--- config.mk ---
export PLATFORM = sky130hd
export DESIGN_NAME = npxl_empfaenger
export DESIGN_NICKNAME = d
export VERILOG_FILES = /design/src/rtl/npxl_empfaenger.sv
export SDC_FILE = /design/constraint.sdc
export NUM_CORES = 1
export LEC_CHECK = 0
export ABC_AREA = 1
export ABC_CLOCK_PERIOD_IN_PS = 4860
export BUFFER_PORTS_ARGS = -buffer_cell sky130_fd_sc_hd__buf_2
export CAP_MARGIN = 10
export CORE_MARGIN = 5
export CORE_UTILIZATION = 49
export CTS_CLUSTER_SIZE = 24
export DETAILED_ROUTE_END_ITERATION = 16
export PLACE_DENSITY = 0.68
export RECOVER_POWER = 25
export SETUP_SLACK_MARGIN = 0.3
export SLEW_MARGIN = 0
export SYNTH_ARGS = -nofsm -noshare
export SYNTH_HDL_FRONTEND = slang
export SYNTH_SLANG_ARGS = --single-unit
--- constraint.sdc ---
create_clock -name i_clk -period 4.86 [get_ports i_clk]
set_input_delay 0.486 -clock i_clk [delete_from_list [all_inputs] [get_ports i_clk]]
set_output_delay 0.486 -clock i_clk [all_outputs]
set_load 0.01 [all_outputs]
--- src/rtl/npxl_empfaenger.sv ---
// NeoPixel (WS2812-style) single-wire receiver: measures high pulse widths on the
// synchronised data line, assembles MSB-first 24-bit words and detects the latch gap.
module npxl_empfaenger #(
  parameter int LEDS          = 20,
  parameter int BIT_THRESHOLD = 30,
  parameter int MIN_HIGH      = 8,
  parameter int MAX_HIGH      = 60,
  parameter int RESET_CYCLES  = 2400
) (
  input  logic                      i_clk,
  input  logic                      i_rst_n,
  input  logic                      i_npxl_data,
  output logic [23:0]               o_data,
  output logic                      o_valid,
  output logic [$clog2(LEDS)-1:0]   o_led_index,
  output logic                      o_frame_done,
  output logic [$clog2(LEDS):0]     o_word_count,
  output logic                      o_error,
  output logic                      o_overflow
);

  localparam int IDX_W = $clog2(LEDS);
  localparam int WC_W  = IDX_W + 1;

  localparam logic [11:0]     CNT_MAX  = 12'hFFF;
  localparam logic [11:0]     CNT_ONE  = 12'd1;
  localparam logic [11:0]     GAP_LEN  = 12'(RESET_CYCLES);
  localparam logic [11:0]     GAP_LAST = 12'(RESET_CYCLES - 1);
  localparam logic [11:0]     THR      = 12'(BIT_THRESHOLD);
  localparam logic [11:0]     MIN_H    = 12'(MIN_HIGH);
  localparam logic [11:0]     MAX_H    = 12'(MAX_HIGH);
  localparam logic [WC_W-1:0] LEDS_W   = WC_W'(LEDS);
  localparam logic [WC_W-1:0] WC_ONE   = WC_W'(1);

  typedef enum logic [1:0] {RESYNC, LOW, HIGH} state_t;

  state_t          state;
  logic            sync_meta;
  logic            s;
  logic            s_prev;
  logic [11:0]     cnt;
  logic [11:0]     cnt_inc;
  logic [4:0]      bit_cnt;
  logic [WC_W-1:0] word_cnt;
  logic [22:0]     shift;
  logic            new_bit;
  logic            rise;

  always_ff @(posedge i_clk or negedge i_rst_n) begin
    if (!i_rst_n) begin
      sync_meta <= 1'b0;
      s         <= 1'b0;
      s_prev    <= 1'b0;
    end else begin
      sync_meta <= i_npxl_data;
      s         <= sync_meta;
      s_prev    <= s;
    end
  end

  always_comb begin
    cnt_inc = (cnt == CNT_MAX) ? cnt : cnt + CNT_ONE;
    new_bit = (cnt >= THR);
    rise    = s & ~s_prev;
  end

  always_ff @(posedge i_clk or negedge i_rst_n) begin
    if (!i_rst_n) begin
      state        <= RESYNC;
      cnt          <= '0;
      bit_cnt      <= '0;
      word_cnt     <= '0;
      shift        <= '0;
      o_data       <= '0;
      o_valid      <= 1'b0;
      o_led_index  <= '0;
      o_frame_done <= 1'b0;
      o_word_count <= '0;
      o_error      <= 1'b0;
      o_overflow   <= 1'b0;
    end else begin
      o_valid      <= 1'b0;
      o_frame_done <= 1'b0;
      o_error      <= 1'b0;
      case (state)
        // Only a full latch gap lets decoding start, so we never lock on mid-frame.
        RESYNC: begin
          if (s) begin
            cnt <= '0;
          end else if (cnt == GAP_LAST) begin
            state      <= LOW;
            cnt        <= '0;
            bit_cnt    <= '0;
            word_cnt   <= '0;
            shift      <= '0;
            o_overflow <= 1'b0;
          end else begin
            cnt <= cnt_inc;
          end
        end
        LOW: begin
          if (rise) begin
            state <= HIGH;
            cnt   <= CNT_ONE;
          end else if (cnt < GAP_LEN) begin
            cnt <= cnt_inc;
            if (cnt == GAP_LAST && (word_cnt != '0 || bit_cnt != '0)) begin
              o_frame_done <= 1'b1;
              o_word_count <= word_cnt;
              o_error      <= (bit_cnt != '0);
              word_cnt     <= '0;
              bit_cnt      <= '0;
              shift        <= '0;
              o_overflow   <= 1'b0;
            end
          end
        end
        HIGH: begin
          if (s) begin
            if (cnt >= MAX_H) begin
              o_error <= 1'b1;
              state   <= RESYNC;
              cnt     <= '0;
              bit_cnt <= '0;
              shift   <= '0;
            end else begin
              cnt <= cnt_inc;
            end
          end else if (cnt < MIN_H) begin
            o_error <= 1'b1;
            state   <= RESYNC;
            cnt     <= '0;
            bit_cnt <= '0;
            shift   <= '0;
          end else begin
            shift <= {shift[21:0], new_bit};
            cnt   <= CNT_ONE;
            state <= LOW;
            if (bit_cnt == 5'd23) begin
              bit_cnt <= '0;
              // Words beyond LEDS are decoded but suppressed; flag only the first one.
              if (word_cnt < LEDS_W) begin
                o_data      <= {shift, new_bit};
                o_led_index <= word_cnt[IDX_W-1:0];
                o_valid     <= 1'b1;
                word_cnt    <= word_cnt + WC_ONE;
              end else begin
                o_overflow <= 1'b1;
                if (!o_overflow) o_error <= 1'b1;
              end
            end else begin
              bit_cnt <= bit_cnt + 5'd1;
            end
          end
        end
        default: state <= RESYNC;
      endcase
    end
  end

endmodule
==> summary.md, run 1 <==
Cell class contributing the biggest share of worst-path delay: buffers and inverters. In this run the static leakage power is 2.622 nW. In the finished design, the share of the clock period the worst path needs comes to 58.73%.

The post-route netlist has 10.76% of its cells at a drive strength greater than 1. The die is 107.5 um wide. After detailed placement, the total cell area comes to 4916 um2.

The via count of the first global-routing pass is 3668, and the switching part of the total power is 23.59%. Cell with the most instances after synthesis: sky130_fd_sc_hd__nand2_1. Data on the critical path arrives at its endpoint at 2.64 ns. The mean number of vias per cell works out to 4.900. Tracing the worst setup path back leads to its startpoint at i_rst_n. The number of different library cells used by synthesis comes to 26. At the end of routability-driven placement, the weighted congestion stood at 0.9089. The class of the tightest hold or removal check is primary input to register.

Entering global routing, the biggest net connects 59 pins. The die height works out to 107.5 um. For this run, the number of Yosys warnings is 0. Across the VDD grid, the largest voltage drop is 0.1134 mV.

The logs give 0 for the antenna violation net count after detailed routing and -104.8% for the headroom to the max-slew limit. The dominant synthesized flop cell is sky130_fd_sc_hd__dfrtp_1. The logs give 621 for the count of mapped cells out of synthesis and 773 for the number of cells in the design after placement. Sequential cells account for 57.7% of the total power. Ranked by instance count, the synthesized netlist is headed by sky130_fd_sc_hd__nand2_1, sky130_fd_sc_hd__dfrtp_1, sky130_fd_sc_hd__inv_1, sky130_fd_sc_hd__nor2_1, sky130_fd_sc_hd__nand3_1. The number of antenna violations at the first check in global routing was 0; the final-report setup violation count was 0. After the last flow step, the layout net total stands at 669. The worst setup slack after placement is 2.338 ns, and the diode insertion count for antenna repair is 0. Across all layers, the routed design uses 3866 vias. The combinational share of power was 2.9%. The checks that failed: capacitance limit, slew limit. The first TritonRoute pass finished after 7 iterations. The worst setup path is captured at an async pin.

The total of buffers placed on input and output ports is 41, and the clock share of power is 39.4%. The average instance in the mapped netlist occupies 7.499 um2. STA classifies the critical path startpoint as a primary input.

Post-route minimum period: 2.854 ns. The power per cell area was 256.0 nW/um2; the maximum level of the CTS H-tree was 3. The first global-routing pass estimated 16770 um of wire. The total power draw is 1.309 mW.

Summed over all layers, the routed wires come to 9507 um. Setup slack on the critical path of the routed design comes to 2.006 ns. Buffers added to address setup during post-CTS repair amount to 0. The utilization of the core after routing is 55.31%, and the layout overhead on the synthesized area is 9.753%. Counting the buffers created by CTS gives 9.

In this run, post-CTS hold repair placed 0 buffers. For this run, the register share of the synthesized area comes to 48.36%. The tools report the hold path startpoint as i_npxl_data. The final-report hold violation count was 0; the top-area cell type share of the netlist area was 48.36%.

In the post-synthesis netlist, the biggest area contributors are sky130_fd_sc_hd__dfrtp_1, sky130_fd_sc_hd__nand2_1, sky130_fd_sc_hd__nand3_1. Summed over all nets, the switching power comes to 0.3087 mW. The clock edge transition at the registers on the reported setup and hold paths was 0.09 ns. The remaining global-route overflow is 0, and the detailed router's first-iteration violation count is 229. The transition time at the pin with the least slew margin was 3.073 ns. The routed length per instance is 12.05 um. Of all flip-flops after synthesis, the portion carrying an async set or reset was 100.0%. For this run, the slowest stage of the critical path takes 2.13 ns. TritonCTS built the clock tree.

The DRC violation count after routing is 0, and the effective utilization at floorplan is 50.40%. The overall routing resource usage is 17.76%. The slowest stage of the critical path is the sky130_fd_sc_hd__clkbuf_1 cell. The root cell of the clock tree was sky130_fd_sc_hd__clkbuf_8. Hold timing on the final database bottoms out at a slack of 0.2333 ns. After synthesis the netlist holds a flip-flop and latch count of 90. Top achievable clock speed: 0.3504 GHz. The flow ran to the end, but the final reports show violations. The HPWL after detailed placement is 6388 um. Buffering stage count on the worst path with inverters included: 1. The synthesized design contains 0 enable-type register cells. The tools report the total of max-cap violations as 1. Data on the critical path is required at its endpoint by 4.65 ns. The core region is 9240 um2. Synthesis produced a netlist with a net count of 635. sky130_fd_sc_hd__dfrtp_1 takes more of the synthesized area than any other cell. After routing, the total negative slack on setup checks comes to 0 ns. The internal portion of the total power is 0.9999 mW. The setup skew after layout was 0.01407 ns; the final number of max-transition violations was 59. Cell area after synthesis: 4657 um2.

Along the worst path, the maximum fanout reaches 58. The number of cells in the finished layout apart from fillers came out at 789. The reg-to-reg critical path startpoint is bit_cnt[0]. The tools report the number of gates resized after CTS as 0.

The critical path is of the primary input to async pin type. The critical path goes through clkbuf_1. Full die area: 11550 um2. Setup repair after global routing left no endpoint under its margin. The clock reaches the later pin of the worst-skew pair after 0.36 ns. The standard-cell row count came out at 35. Summing all non-filler instances in the final layout gives an area of 5111 um2. In this run the deepest clock path goes through 2 buffers.

The tools report the sink count of the clock tree as 90. In this run the count of I/O pins placed on the die edge is 42.
-- power by group through the flow --
stage | combinational, mW | clock [mW] | sequential, mW
floorplan | 0.0188 | 0 | 0.769
global placement | 0.0391 | 0 | 0.770
detailed placement | 0.0396 | 0 | 0.770
CTS | 0.0398 | 0.531 | 0.755
global route | 0.0454 | 0.560 | 0.756
finish | 0.0380 | 0.515 | 0.755
-- registers in the layout (all words and copies together) (netlist names), 2 cells and up --
signal	cells
o_data	24
shift	23
cnt	12
o_word_count	6
word_cnt	6
bit_cnt	5
o_led_index	5
state	2
-- layer usage --
metal	wire (um)	vias up	global-route usage, %	share of wire, %
met2	4361	59	28.91	46
met1	4707	1803	23.75	50
met3	282	13	2.819	3.0
met4	156	0	6.943	1.6
met5	0	-	0	0
li1	-	1991	-	-
-- worst paths after layout --
kind	endpoint	cells past startpoint	slack [ns]
setup reg to reg	o_data[16]	7	2.38
max in group i_clk	o_data[16]	7	2.38
hold reg to reg	s	0	0.36
setup / recovery	state[1]	1	2.01
min in group asynchronous	o_word_count[0]	1	1.13
hold / removal	sync_meta	1	0.23
-- cell type report --
cell class	count	area, um2
Timing Repair Buffer	44	226.5
Fill cell	864	4129
Multi-Input combinational cell	420	1934
Inverter	90	337.8
Sequential cell	90	2252
Clock buffer	9	123.9
Clock inverter	7	75.07
Tap cell	129	161.4
-- cells by family (layout without fill, tap and decap cells) --
group                      Yosys count  in the layout  share of synthesized area [%]
xor gates and xnor gates             8              8                          1.505
and+or+nand+nor                    346            346                          30.87
buffers and inverters              111            150                          10.24
adders and majority gates           11             11                          2.955
DFF                                 90             90                          48.36
AOI/OAI and AO/OA                   55             55                          6.072
-- placed cells by master (no fill, tap or decap), types with 3 or more instances in the layout --
| cell type | n |
|---|---|
| sky130_fd_sc_hd__nand3_1 | 64 |
| sky130_fd_sc_hd__a21oi_1 | 7 |
| sky130_fd_sc_hd__nor2_1 | 69 |
| sky130_fd_sc_hd__clkbuf_8 | 9 |
| sky130_fd_sc_hd__nand4_1 | 7 |
| sky130_fd_sc_hd__inv_2 | 4 |
| sky130_fd_sc_hd__xor2_1 | 6 |
| sky130_fd_sc_hd__nand2_2 | 3 |
| sky130_fd_sc_hd__dfrtp_1 | 90 |
| sky130_fd_sc_hd__o21ai_0 | 35 |
| sky130_fd_sc_hd__nor3_1 | 6 |
| sky130_fd_sc_hd__nand2_1 | 191 |
| sky130_fd_sc_hd__inv_1 | 85 |
| sky130_fd_sc_hd__buf_2 | 40 |
| sky130_fd_sc_hd__o21ai_1 | 10 |
| sky130_fd_sc_hd__ha_1 | 11 |
| sky130_fd_sc_hd__buf_4 | 3 |
(Power assumes the default switching activity.)
==> run 2: changes to the inputs <==
ABC_CLOCK_PERIOD_IN_PS = 2900   (was 4860)
clock period = 2.9 ns   (was 4.86 ns; I/O delays follow)
==> run 2 against run 1 <==
The flow now finishes without violations. Die area unchanged. Non-clock buffer count is 4 higher. Via count decreased by 0.78%. Count of clock-buffer cells in the layout stayed put. Critical endpoint is now shift[20]. Hold slack lost 0.19 ns. Core utilization stayed put. Register-to-register slack got worse by 1.7 ns. Critical path type is now register to register.
==> summary.md, run 2 (synthesis gave the netlist of run 1 again) <==
Largest register by flop count: o_data. The later pin in the worst-skew pair is clocked with a latency of 0.35 ns. The tools report the iteration count of the initial detailed-routing pass as 5. The number of setup buffers added after CTS is 0. The critical path runs through a total of 8 cells. The tools report the effective utilization at floorplan as 50.40%. Setup repair after global routing left no endpoint under its margin. The remaining global-route overflow was 0. The most common cell type on the critical path is sky130_fd_sc_hd__nand2_1. Registers take 2252 um2. The number of gates resized after CTS was 0. Sum of net half-perimeters after detailed placement: 6633 um. The mean number of vias per cell was 4.843; the total of buffers placed on input and output ports was 41. The DRC violation count after routing was 0. The cell family contributing the most delay on the critical path is simple AND/OR/NAND/NOR gates. The worst setup path is launched from a register. The tightest hold path in the finished design has a slack of 0.04186 ns.

The layout overhead on the synthesized area is 9.753%, and the internal power summed over all cells is 1.592 mW. The run gives 896 as the count of filler cells inserted in the layout. The final number of max-transition violations came out at 0.

For the pin with the worst max-slew slack, the measured transition is 1.141 ns. The post-route minimum period is 2.260 ns, and the total detailed-routing wirelength is 9500 um. TritonCTS created 9 clock buffers.

The H-tree generated during clock tree synthesis spans 3 levels. In this run the core area contains 35 standard-cell rows. Traced cell by cell, the critical path runs through inv_1, ha_1, nand4_1, nand3_1, inv_2, nand2_2, nand2_1, nand2_1. For this run, the post-layout net count is 673. From left edge to right edge, the die measures 107.5 um. Counting cells, the worst reg-to-reg path comes to 8.

On the worst path, the slowest cell contributes a delay of 0.44 ns. Registers are responsible for 59.8% of the overall power. For the final-report hold violation count, the log shows 0. At the worst endpoint, the required time is 3.14 ns.

Counting along the longest clock path gives a buffer depth of 2. Entering global routing, the biggest net connects 60 pins. The cell with the largest stage delay on the worst path is sky130_fd_sc_hd__nand2_2. The register with the most flip-flops in the layout has 24 of them. The sink count of the clock tree is 90, and the number of primary I/O pins is 42. For this run, the total global-route usage over all layers was measured as 17.94%. The path class of the tightest hold or removal check is primary input to register.

Measured along the y axis, the die boundary spans 107.5 um. The run gives 3770 as the via count of the first global-routing pass. The worst setup path is of the register to register kind.

Number of antenna violations at the first check in global routing: 0. The top fanout value on the critical path is 29, and the cell depth of the worst hold path is 1. In this run switching power makes up 24.82% of total power. Once detail routing completed, the nets flagged for antenna violations numbered 0. The largest registers in the layout are o_data (24), shift (23), cnt (12). The completed layout was analyzed and its total power is 2.118 mW. Routability-driven placement finished with a final weighted congestion of 0.8441. The library cell used most frequently in the layout, excluding fill and tap cells, is sky130_fd_sc_hd__nand2_1.

Sort of element at the end of the critical path: a register. Between clock sinks in the finished design, the worst skew comes to 0.01507 ns. Measured against its own limit, the worst slew margin works out to 23.92%.

In the final layout, the share of cells above drive strength 1 is 9.955%. TritonCTS built the clock tree. In the layout the commonest cells are sky130_fd_sc_hd__nand2_1, sky130_fd_sc_hd__dfrtp_1, sky130_fd_sc_hd__inv_1.

Data on the critical path arrives at its endpoint at 2.50 ns. The run gives 9240 um2 as the core area. Setup violations remaining at the end of the flow were counted as 0. Dividing the final minimum period by the clock period gives 77.92%. The first global-routing pass estimated 16990 um of wire.

After detailed routing, the average wire length per cell comes to 11.99 um. For this design the static power due to leakage is 2.583 nW. The run gives 55.31% as the utilization of the core after routing.

The maximum vdd ir drop is 0.2577 mV. The combinational share of power is 3.2%, and the total of max-cap violations is 0. Adding up every negative setup slack in the final design gives 0 ns. The diode insertion count for antenna repair was 0. The root cell of the clock tree is sky130_fd_sc_hd__clkbuf_8. Total net switching power: 0.5257 mW.

Clock-pin slew was measured on the worst setup and hold paths at 0.09 ns. The run finished with clean final reports. Of the total power, the clock network draws 37.1%. Timing would allow up to 0.4425 GHz. Counting both buffers and inverters, the worst setup path holds a total of 2.

The power per cell area was 414.3 nW/um2; the detailed router's first-iteration violation count was 189. The detailed router placed 3836 vias in this run. In the final layout, the multi-input gates occupy 1934 um2.

The die covers 11550 um2.
## run 2: cell count changes in the layout (fill, tap and decap cells not counted), sizes merged
cell | previous run | this run
clkinv | 5 | 1
clkbuf | 10 | 18
dlygate4sd3 | 0 | 1
clkinvlp | 0 | 3
bufinv | 1 | 0
inv | 91 | 92
buf | 43 | 38
## run 2: layer usage
layer | wire length (um) | track usage (%) | up-vias
met3 | 366 | 3.119 | 11
met4 | 127 | 6.132 | 0
li1 | - | - | 1998
met1 | 4632 | 24.38 | 1766
met5 | 0 | 0 | -
met2 | 4373 | 29.00 | 61
## run 2: worst reg2reg max path: stages (launching register included)
cell and delay (ns):
sky130_fd_sc_hd__dfrtp_1 0.39, sky130_fd_sc_hd__inv_1 0.09, sky130_fd_sc_hd__ha_1 0.32, sky130_fd_sc_hd__nand4_1 0.18, sky130_fd_sc_hd__nand3_1 0.10, sky130_fd_sc_hd__inv_2 0.38
sky130_fd_sc_hd__nand2_2 0.44, sky130_fd_sc_hd__nand2_1 0.18, sky130_fd_sc_hd__nand2_1 0.06
## run 2: through the flow
stage                     cells  cell area [um2]  setup WS (ns)
after global routing        792             5111         0.4738
after CTS                   792             5124         0.6586
after global placement      776             4938         0.7360
after floorplan             621             4657          1.176
final                       792             5111         0.6403
after detailed placement    776             4938         0.6722
## run 2: final timing paths
| kind | end | from | slack (ns) |
|---|---|---|---|
| worst min register to register | s | sync_meta | 0.35 |
| worst max-delay path | shift[20] | state[0] | 0.64 |
| worst min-delay path | sync_meta | i_npxl_data | 0.04 |
| min in group asynchronous | o_led_index[1] | i_rst_n | 0.69 |
| worst max register to register | shift[20] | state[0] | 0.64 |
| max in group asynchronous | shift[16] | i_rst_n | 1.27 |
## run 2: final cells by class
class                   count  share of cell area, %
clock buffers               9                  2.424
clock inverters             6                  1.004
inverters                  90                  6.610
multi-input cells         420                  37.85
flip-flops and latches     90                  44.06
well taps                 129                  3.158
repair buffers             48                  4.896
## run 2: power by group through the flow
stage	clock network [mW]	registers, mW	logic (mW)
final	0.785	1.27	0.0676
after CTS	0.808	1.27	0.0701
after detailed placement	0	1.29	0.0689
after global placement	0	1.29	0.0665
after global routing	0.866	1.27	0.0809
after floorplan	0	1.29	0.0315
## run 2: timing repair
action,CTS,global route
hold endpoints to repair,43,0
setup endpoints to repair,0,0
hold buffers,1,0
==> run 3: changes to the inputs <==
ABC_CLOCK_PERIOD_IN_PS = 2290   (was 2900)
clock period = 2.29 ns   (was 2.9 ns; I/O delays follow)
==> run 3 against run 2 <==
Fmax increased by 22%. Sequential share of layout area fell by 2.0 points. Setup slack got worse by 0.21 ns. Hold slack improved by 0.33 ns. Register-to-register slack got worse by 0.21 ns. Cell area grew 4.8%. Clock skew grew 0.0056 ns. Flip-flop and latch count stayed put. Sequential power increased by 26%. Via count up 2.9%. Largest cell class unchanged.
==> summary.md, run 3 (synthesis gave the netlist of run 1 again) <==
The largest net degree at the start of global routing is 55. For this run, design rule violations remaining after detail routing come to 0. The buffer depth of the longest clock path is 2, and the placed instance area is 4994 um2. The routed layout has 3947 vias.

At the pin with the least slew margin, the transition time is 1.369 ns. In the final layout, the registers with the most flip-flops are o_data (24), shift (23), cnt (12). Clock-pin slew was measured on the worst setup and hold paths at 0.10 ns. The run gives 0.2118 ns as the worst setup slack after placement.

The run gives 0 as the final number of max-transition violations. In this run the most critical hold path is launched from sync_meta. STA classifies the critical path startpoint as a register. The final layout contains routed wiring with a total length of 9856 um. The final layout contains 683 nets. In this run the tool buffered the top-level ports with 41 buffer cells. Post-route minimum period: 1.856 ns. The area of all placed cells without fillers is 5358 um2.

In the final layout, flip-flops and latches occupy 2255 um2. The number of flip-flops in the largest register came out at 24. The run gives 876 as the count of filler cells inserted in the layout. The die covers 11550 um2. The wire-length estimate of the detail-placed layout is 6564 um. For this design, the sink count on the clock tree is 90. The root cell of the clock tree was sky130_fd_sc_hd__clkbuf_8. The largest register by flop count was o_data. The tools report the overall routing resource usage as 17.96%. Data on the critical path is required at its endpoint by 2.54 ns. The end of the worst register-to-register path was shift[3]. Setup repair after global routing left no endpoint under its margin. For the via count of the first global-routing pass, the log shows 3731.

After layout, the design draws a total of 2.962 mW. The post-route worst setup slack came out at 0.4342 ns. The most common library cell in the layout ignoring fill and taps was sky130_fd_sc_hd__nand2_1. Reg-to-reg critical path startpoint: cnt[7]. The tools report the worst-case hold path end point as s.

The tools report the maximum level of the CTS H-tree as 3. Counting instances, the worst hold path has a depth of 0. The post-route netlist has 13.65% of its cells at a drive strength greater than 1.

The maximum vdd ir drop was 0.3647 mV. The tools report the sort of element at the end of the critical path as a register. The remaining global-route overflow was 0; the die height was 107.5 um.

In this run the static leakage power is 2.719 nW. The antenna violation net count after detailed routing came out at 0. Timing would allow up to 0.5388 GHz. The class of the tightest hold or removal check is register to register.

The layout overhead on the synthesized area was 15.05%; the ratio of final minimum period to clock period was 81.04%. On the final layout, the worst clock skew is 0.02068 ns. The mean number of vias per cell is 4.915, and the standard-cell row count is 35. Iteration count of the initial detailed-routing pass: 5. The run gives 192 as the detailed router's first-iteration violation count.

The number of primary I/O pins was 42; the utilization of the core after routing was 57.98%. Measured against its own limit, the worst slew margin works out to 8.735%. The first global-routing pass estimated 17080 um of wire. Setup total negative slack on the finished layout was measured at 0 ns. The number of buffers added by the clock tree synthesis step is 9, and the final-report hold violation count is 0. TritonCTS built the clock tree. The multi-input combinational cells in the finished layout cover a total of 1984 um2. 0 antenna diodes ended up in the layout.

In the layout the commonest cells are sky130_fd_sc_hd__nand2_1, sky130_fd_sc_hd__dfrtp_1, sky130_fd_sc_hd__inv_1. Top fanout value on the critical path: 28. The critical path start-end classification was register to register. After detailed routing, the average wire length per cell comes to 12.27 um. The effective utilization at floorplan was 50.40%. Dividing total power by cell area gives a power density of 552.8 nW/um2. At the end of routability-driven placement, the weighted congestion stood at 0.8757. The width of the die is 107.5 um, and the core area is 9240 um2.

The tools report the worst reg-to-reg setup slack as 0.43 ns. The logs give 0 for the number of antenna violations at the first check in global routing and 2.11 ns for the critical path arrival. The run finished with clean final reports. Setup violations remaining at the end of the flow were counted as 0. The clock latency of the later-clocked register in the worst-skew pair is 0.36 ns. Max-cap violations in this run came to 0. The count of cells along the worst register-to-register path came out at 9.
==> run 3: per-stage QoR <==
| stage | hold slack (ns) | instances |
|---|---|---|
| after floorplan | -0.06659 | 621 |
| after detailed placement | 0.3374 | 780 |
| final | 0.3709 | 803 |
| after global placement | 0.3237 | 780 |
| after CTS | 0.3663 | 798 |
| after global routing | 0.3864 | 803 |
==> run 3: what timing repair did <==
action | 4_1_cts | 5_1_grt
setup buffers | 0 | 5
resized for setup | 2 | 16
gates cloned | 0 | 0
pin swaps | 0 | 2
hold endpoints to repair | 54 | 0
hold buffers | 2 | 0
setup endpoints to repair | 28 | 42
==> run 3: layer usage <==
| layer | track usage [%] | wire (um) | vias up |
|---|---|---|---|
| met5 | 0 | 0 | - |
| met4 | 3.968 | 89 | 0 |
| met3 | 3.899 | 494 | 6 |
| met2 | 29.44 | 4630 | 90 |
| met1 | 24.49 | 4641 | 1835 |
| li1 | - | - | 2016 |
==> run 3: report_power, final <==
group / switching [mW] / internal, mW
clock: 0.603 / 0.658
sequential: 0.00785 / 1.59
combinational: 0.0712 / 0.0270
total: 0.682 / 2.28
==> run 3: layout make-up <==
type | count | area share (%)
well taps | 129 | 3.013
inverters | 90 | 6.305
clock buffers | 10 | 2.569
multi-input cells | 420 | 37.04
flip-flops and latches | 90 | 42.08
clock inverters | 6 | 1.845
repair buffers | 58 | 7.146
==> run 3: critical path: stages (launching register included) <==
cell and delay (ns):
sky130_fd_sc_hd__dfrtp_1 0.49, sky130_fd_sc_hd__nor2_1 0.19, sky130_fd_sc_hd__inv_1 0.05, sky130_fd_sc_hd__nor2_1 0.19
sky130_fd_sc_hd__nand4_1 0.18, sky130_fd_sc_hd__nand3_1 0.14, sky130_fd_sc_hd__inv_2 0.07, sky130_fd_sc_hd__buf_4 0.24
sky130_fd_sc_hd__nand3_1 0.14, sky130_fd_sc_hd__nand2_1 0.07
==> run 3: how the worst max path moves through the flow <==
stage                              to  slack (ns)  cells past startpoint    start
after floorplan            bit_cnt[2]        0.57                     11   cnt[0]
after global placement       shift[2]        0.29                     10   cnt[1]
after detailed placement    shift[22]        0.21                     10   cnt[0]
after CTS                 word_cnt[0]        0.30                     11   cnt[0]
after global routing       bit_cnt[0]        0.29                      2  i_rst_n
final                        shift[3]        0.43                      9   cnt[7]
